[src/rtl/debounce_scheduler.sv]
// ---------------------------------------------------------------------------
// debounce_scheduler
//   Debounces N_CH switch inputs using a single shared delay counter. A
//   channel whose synchronized input differs from its debounced level
//   requests the timer; a round-robin arbiter hands it to one channel at a
//   time. When that channel's window expires, the input is sampled again. If
//   it still differs, the debounced level follows it and, on a rising
//   transition, a one-cycle press pulse is emitted.
//
// Optional feature (macro RELEASE_PULSE_EN):
//   When defined, adds output release_shot, which gives a one-cycle pulse on
//   each confirmed 1->0 transition.
//
// Ports
//   clk           in   1     system clock, rising edge
//   rst           in   1     asynchronous reset, active low
//   sw            in   N_CH  raw switch inputs (asynchronous to clk)
//   one_shot      out  N_CH  one-cycle pulse per confirmed 0->1 transition
//   level         out  N_CH  debounced switch level
//   busy          out  1     shared timer currently owned by a channel
//   release_shot  out  N_CH  (RELEASE_PULSE_EN only) pulse per confirmed 1->0
// ---------------------------------------------------------------------------
module debounce_scheduler #(
   parameter int N_CH      = 4,
   parameter int DELAY_CYC = 50000,
   parameter int CNT_W     = 16
) (
   input  logic            clk,
   input  logic            rst,
   input  logic [N_CH-1:0] sw,
   output logic [N_CH-1:0] one_shot,
   output logic [N_CH-1:0] level,
   output logic            busy
`ifdef RELEASE_PULSE_EN
   ,
   output logic [N_CH-1:0] release_shot
`endif
);

   localparam int OW = (N_CH > 1) ? $clog2(N_CH) : 1;
   localparam logic [CNT_W-1:0] CNT_LAST   = CNT_W'(DELAY_CYC - 1);
   localparam logic [OW-1:0]    OWNER_LAST = OW'(N_CH - 1);

   typedef enum logic [1:0] {S_IDLE, S_RUN, S_DONE} state_t;

   state_t          state, state_nxt;
   logic [N_CH-1:0] sync_q1, sync_q2;
   logic [N_CH-1:0] req;
   logic [CNT_W-1:0] cnt;
   logic [OW-1:0]   owner;
   logic [OW-1:0]   rr_ptr;
   logic [OW-1:0]   pick;

   // Two-flop synchronizer per input bit.
   // NOTE: sequential state uses non-blocking assignments so that every flop
   // samples the pre-edge value of the flops that feed it.
   always_ff @(posedge clk or negedge rst) begin
      if (!rst) begin
         sync_q1 <= '0;
         sync_q2 <= '0;
      end else begin
         sync_q1 <= sw;
         sync_q2 <= sync_q1;
      end
   end

   assign req  = sync_q2 ^ level;
   assign busy = (state != S_IDLE);

   // Round-robin pick: the first requester found when scanning from rr_ptr.
   // NOTE: every variable driven here gets a default first, so no path
   // through the block leaves it unassigned (no latch).
   always_comb begin
      logic found;
      int   idx;
      pick  = rr_ptr;
      found = 1'b0;
      idx   = 0;
      for (int k = 0; k < N_CH; k++) begin
         idx = (int'(rr_ptr) + k) % N_CH;
         if (!found && req[OW'(idx)]) begin
            pick  = OW'(idx);
            found = 1'b1;
         end
      end
   end

   // FSM state register.
   always_ff @(posedge clk or negedge rst) begin
      if (!rst) state <= S_IDLE;
      else      state <= state_nxt;
   end

   // FSM next-state logic.
   always_comb begin
      state_nxt = state;
      unique case (state)
         S_IDLE:  if (|req) state_nxt = S_RUN;
         S_RUN:   if (cnt == CNT_LAST) state_nxt = S_DONE;
         S_DONE:  state_nxt = S_IDLE;
         default: state_nxt = S_IDLE;
      endcase
   end

   // Timer, ownership, debounced levels and pulses.
   always_ff @(posedge clk or negedge rst) begin
      if (!rst) begin
         cnt      <= '0;
         owner    <= '0;
         rr_ptr   <= '0;
         level    <= '0;
         one_shot <= '0;
`ifdef RELEASE_PULSE_EN
         release_shot <= '0;
`endif
      end else begin
         one_shot <= '0;
`ifdef RELEASE_PULSE_EN
         release_shot <= '0;
`endif
         unique case (state)
            S_IDLE: begin
               if (|req) begin
                  owner <= pick;
                  cnt   <= '0;
               end
            end
            S_RUN: begin
               // Input changes on the owner during the window are ignored;
               // only the sample taken in S_DONE matters.
               if (cnt != CNT_LAST) cnt <= cnt + CNT_W'(1);
            end
            S_DONE: begin
               if (sync_q2[owner] != level[owner]) begin
                  level[owner] <= sync_q2[owner];
                  if (sync_q2[owner]) one_shot[owner] <= 1'b1;
`ifdef RELEASE_PULSE_EN
                  else                release_shot[owner] <= 1'b1;
`endif
               end
               // The pointer advances past the owner even on a glitch, so a
               // chattering switch cannot monopolise the timer.
               rr_ptr <= (owner == OWNER_LAST) ? '0 : owner + OW'(1);
            end
            default: ;
         endcase
      end
   end

endmodule

[config.mk]
export PLATFORM = sky130hd
export DESIGN_NAME = debounce_scheduler
export DESIGN_NICKNAME = d
export VERILOG_FILES = /design/src/rtl/debounce_scheduler.sv
export SDC_FILE = /design/constraint.sdc
export NUM_CORES = 1
export LEC_CHECK = 0
export ABC_AREA = 0
export BUFFER_PORTS_ARGS = -buffer_cell sky130_fd_sc_hd__buf_2
export CORE_MARGIN = 1.5
export CORE_UTILIZATION = 40
export DETAILED_ROUTE_END_ITERATION = 16
export SETUP_SLACK_MARGIN = 0.15
export SKIP_CTS_REPAIR_TIMING = 1
export SLEW_MARGIN = 30
export SYNTH_ARGS = -nofsm -noshare
export SYNTH_HDL_FRONTEND = slang
export SYNTH_SLANG_ARGS = --single-unit
[constraint.sdc]
create_clock -name clk -period 2.77 [get_ports clk]
set_input_delay 0.277 -clock clk [delete_from_list [all_inputs] [get_ports clk]]
set_output_delay 0.277 -clock clk [all_outputs]
set_load 0.02 [all_outputs]
==> impl_metrics.ini <==
[timing]
tightestPinTransition_ps = 826
hold_violations = 0
finalWorstPathRequiredPeriod_ps = 1870
drv_slew = 0
rsz0062_at_grt = false
achievable-frequency_mhz = 534
layout_worst_path_cycle_share_pct = 67.6
setup_ws_ps = 898
finalSetupTns_ps = 0
slew-limit-headroom_pct = 44.9
setup_viol = 0
clock-skew-final_ps = 4.77

[detailed_routing]
detailroute.via_count = 1315
initial_drt_pass_iterations = 4
drt_iter0_drc = 76
routed_via_density = 5.50
remaining_drc_errors = 0
route.antenna.remaining_nets = 0
detail_route.wirelength_mm = 3.49
detail_route.wl_per_cell_microns = 14.6

[clock_network]
clock_latency_ps = 290
root_buffer = clkbuf_8
tritoncts.num_buffers = 5
clock-sinks = 38
cts.path.max_buffers = 2
path_clk_slew_ps = 70
h-tree-depth = 2
cts_tree = yes

[yosys]
ys_seq_elements = 38
mappedNetlistArea_sq_um = 1850
share_of_synthesized_registers_carrying_an_async_set_or_reset_pct = 100
dominantRegCellSynth = dfrtp_1
synth_sequential_area_ratio_pct = 51.4
synth_edf_count = 0
net_count_after_synthesis = 177
synth_warnings = 0
gate_count_of_the_mapped_netlist = 166
post_synth_num_cell_types = 39
postSynthAreaPerCell_sq_um = 11.1

[worst_setup_path]
cp_data_required_time_ps = 2940
critical_path_class = reg2reg
kind_of_cell_with_the_highest_combined_delay_on_the_critical_path = simple AND/OR/NAND/NOR gates
worst-path-max-fanout = 5
path_buf_inv = 0
critical_path.slowest_cell = or4_1
worstSetupEndpointType = flop
start_kind = flop
worstPathArrival_ps = 2040
critPathMaxStageDelay_ps = 580
crit_path_cell_trace = or4_1 > or3_1 > o21ai_2 > o21ai_0

[global_route]
grt_antenna_before_repair = 0
groute.usage.overall_pct = 15.5
grt_overflow_total = 0
first_global_vias = 1344
pin_count_of_the_biggest_net_entering_global_routing = 39
global_route_wire_length_before_repair_mm = 6.05

[pwr]
power_density_nw_per_um2 = 671
ir_worst_vdd_mv = 0.320
static-leakage-power_nw = 0.967

[die]
design.core.area_sq_um = 4410
design.die.area_sq_um = 5040
die_width_microns = 71.0
num_io_pins = 15
effective_utilization_at_floorplan_pct = 41.9
num_rows = 24
die_h_microns = 71.0

[outcome]
run_status = completed

[worst_hold_path]
worst_hold_path_type = in2async

[job]
cap_violations = 0

[placement]
place_worst_setup_slack_ps = 898
port_buffers = 14
finalWeightedCongestion = 0.922
post-dp-hpwl_mm = 2.51
placedInstanceArea_sq_um = 1990

[cells_and_area]
layout.nets = 197
fillerInstances = 402
final_area_sq_um = 2130
multiInputGateArea_sq_um = 873
areaGrowthSynthToFinish_pct = 15.0
leading_cell_type_in_the_layout_fill_and_taps_excluded = dfrtp_1
final_layout_size_suffix_gt1_share_pct = 18.7
insertedDiodeCount = 0
layout.area.seq_sq_um = 951
mostFrequentLayoutCells = dfrtp_1 (38), buf_2 (14), xnor2_1 (13), nor2_1 (12)
## per-layer routing
metal | GRT usage [%] | up-vias | wire length [microns]
li1 | - | 643 | -
met2 | 25.2 | 32 | 1750
met5 | 0 | - | 0
met1 | 18.5 | 631 | 1530
met3 | 4.84 | 9 | 134
met4 | 7.97 | 0 | 74
## flip-flops by register name, summed over array words and instances (netlist names)
name,flops
state,2
level,4
cnt,16
owner,2
sync_q2,4
sync_q1,4
one_shot,4
rr_ptr,2
## final timing paths
check	end	slack (ps)	depth (start not counted)	start
worst max-delay path	cnt[1]	900	4	cnt[5]
worst min-delay path	level[2]	80	1	rst
worst max register to register	cnt[1]	900	4	cnt[5]
worst min register to register	sync_q2[1]	350	0	sync_q1[1]
max in group asynchronous	cnt[6]	2170	1	rst
min in group clk	sync_q1[0]	90	1	sw[0]
## Yosys cell counts (all sizes together), types with 3 or more instances
cell / instances / area (sq um)
dfrtp: 38 / 951
nor2: 12 / 45.0
a21oi: 3 / 15.0
nand3: 5 / 30.0
inv: 5 / 18.8
nand2: 11 / 41.3
o31ai: 3 / 22.5
xnor2: 13 / 114
nand4: 3 / 18.8
or4: 3 / 26.3
mux2: 3 / 37.5
nor4: 5 / 37.5
nor3: 5 / 25.0
nor2b: 11 / 68.8
nand2b: 5 / 31.3
o211ai: 5 / 37.5
ha: 5 / 62.6
o21ai: 9 / 48.8
## cell families after synthesis
family	share of synthesized area [%]
AO/OA/AOI/OAI	10.3
XOR/XNOR	7.10
adder cells (fa/ha/maj)	3.38
buffers and inverters	1.42
flip-flops	51.4
multiplexers	4.46
AND/OR/NAND/NOR	21.9
## cell type report
cell class                 count  share of cell area [%]
sequential                    38                    44.7
tap                           52                    3.06
clock buffer                   6                    3.88
timing repair buffer          15                    3.64
inverter                       5                   0.882
clock inverter                 2                    2.82
multi-input combinational    121                    41.0
## report_power, final
part           total [W]  internal, W  switching, W
Clock           0.000573     0.000384      0.000189
Combinational   0.000185    0.0000818      0.000103
Sequential      0.000670     0.000607     0.0000630
Total            0.00143      0.00107      0.000356
## stage by stage
| step | hold WS, ps | power, W | cells | util (%) |
|---|---|---|---|---|
| 2_1_floorplan | -18.6 | 0.000804 | 166 | - |
| 3_3_place_gp | 335 | 0.000853 | 231 | 45.0 |
| 3_5_place_dp | 335 | 0.000865 | 231 | 45.0 |
| 4_1_cts | 76.6 | 0.00145 | 239 | 48.2 |
| 5_1_grt | 69.1 | 0.00151 | 239 | 48.2 |
| 6_report | 82.1 | 0.00143 | 239 | 48.2 |
Power figures use the tool's default switching activity.
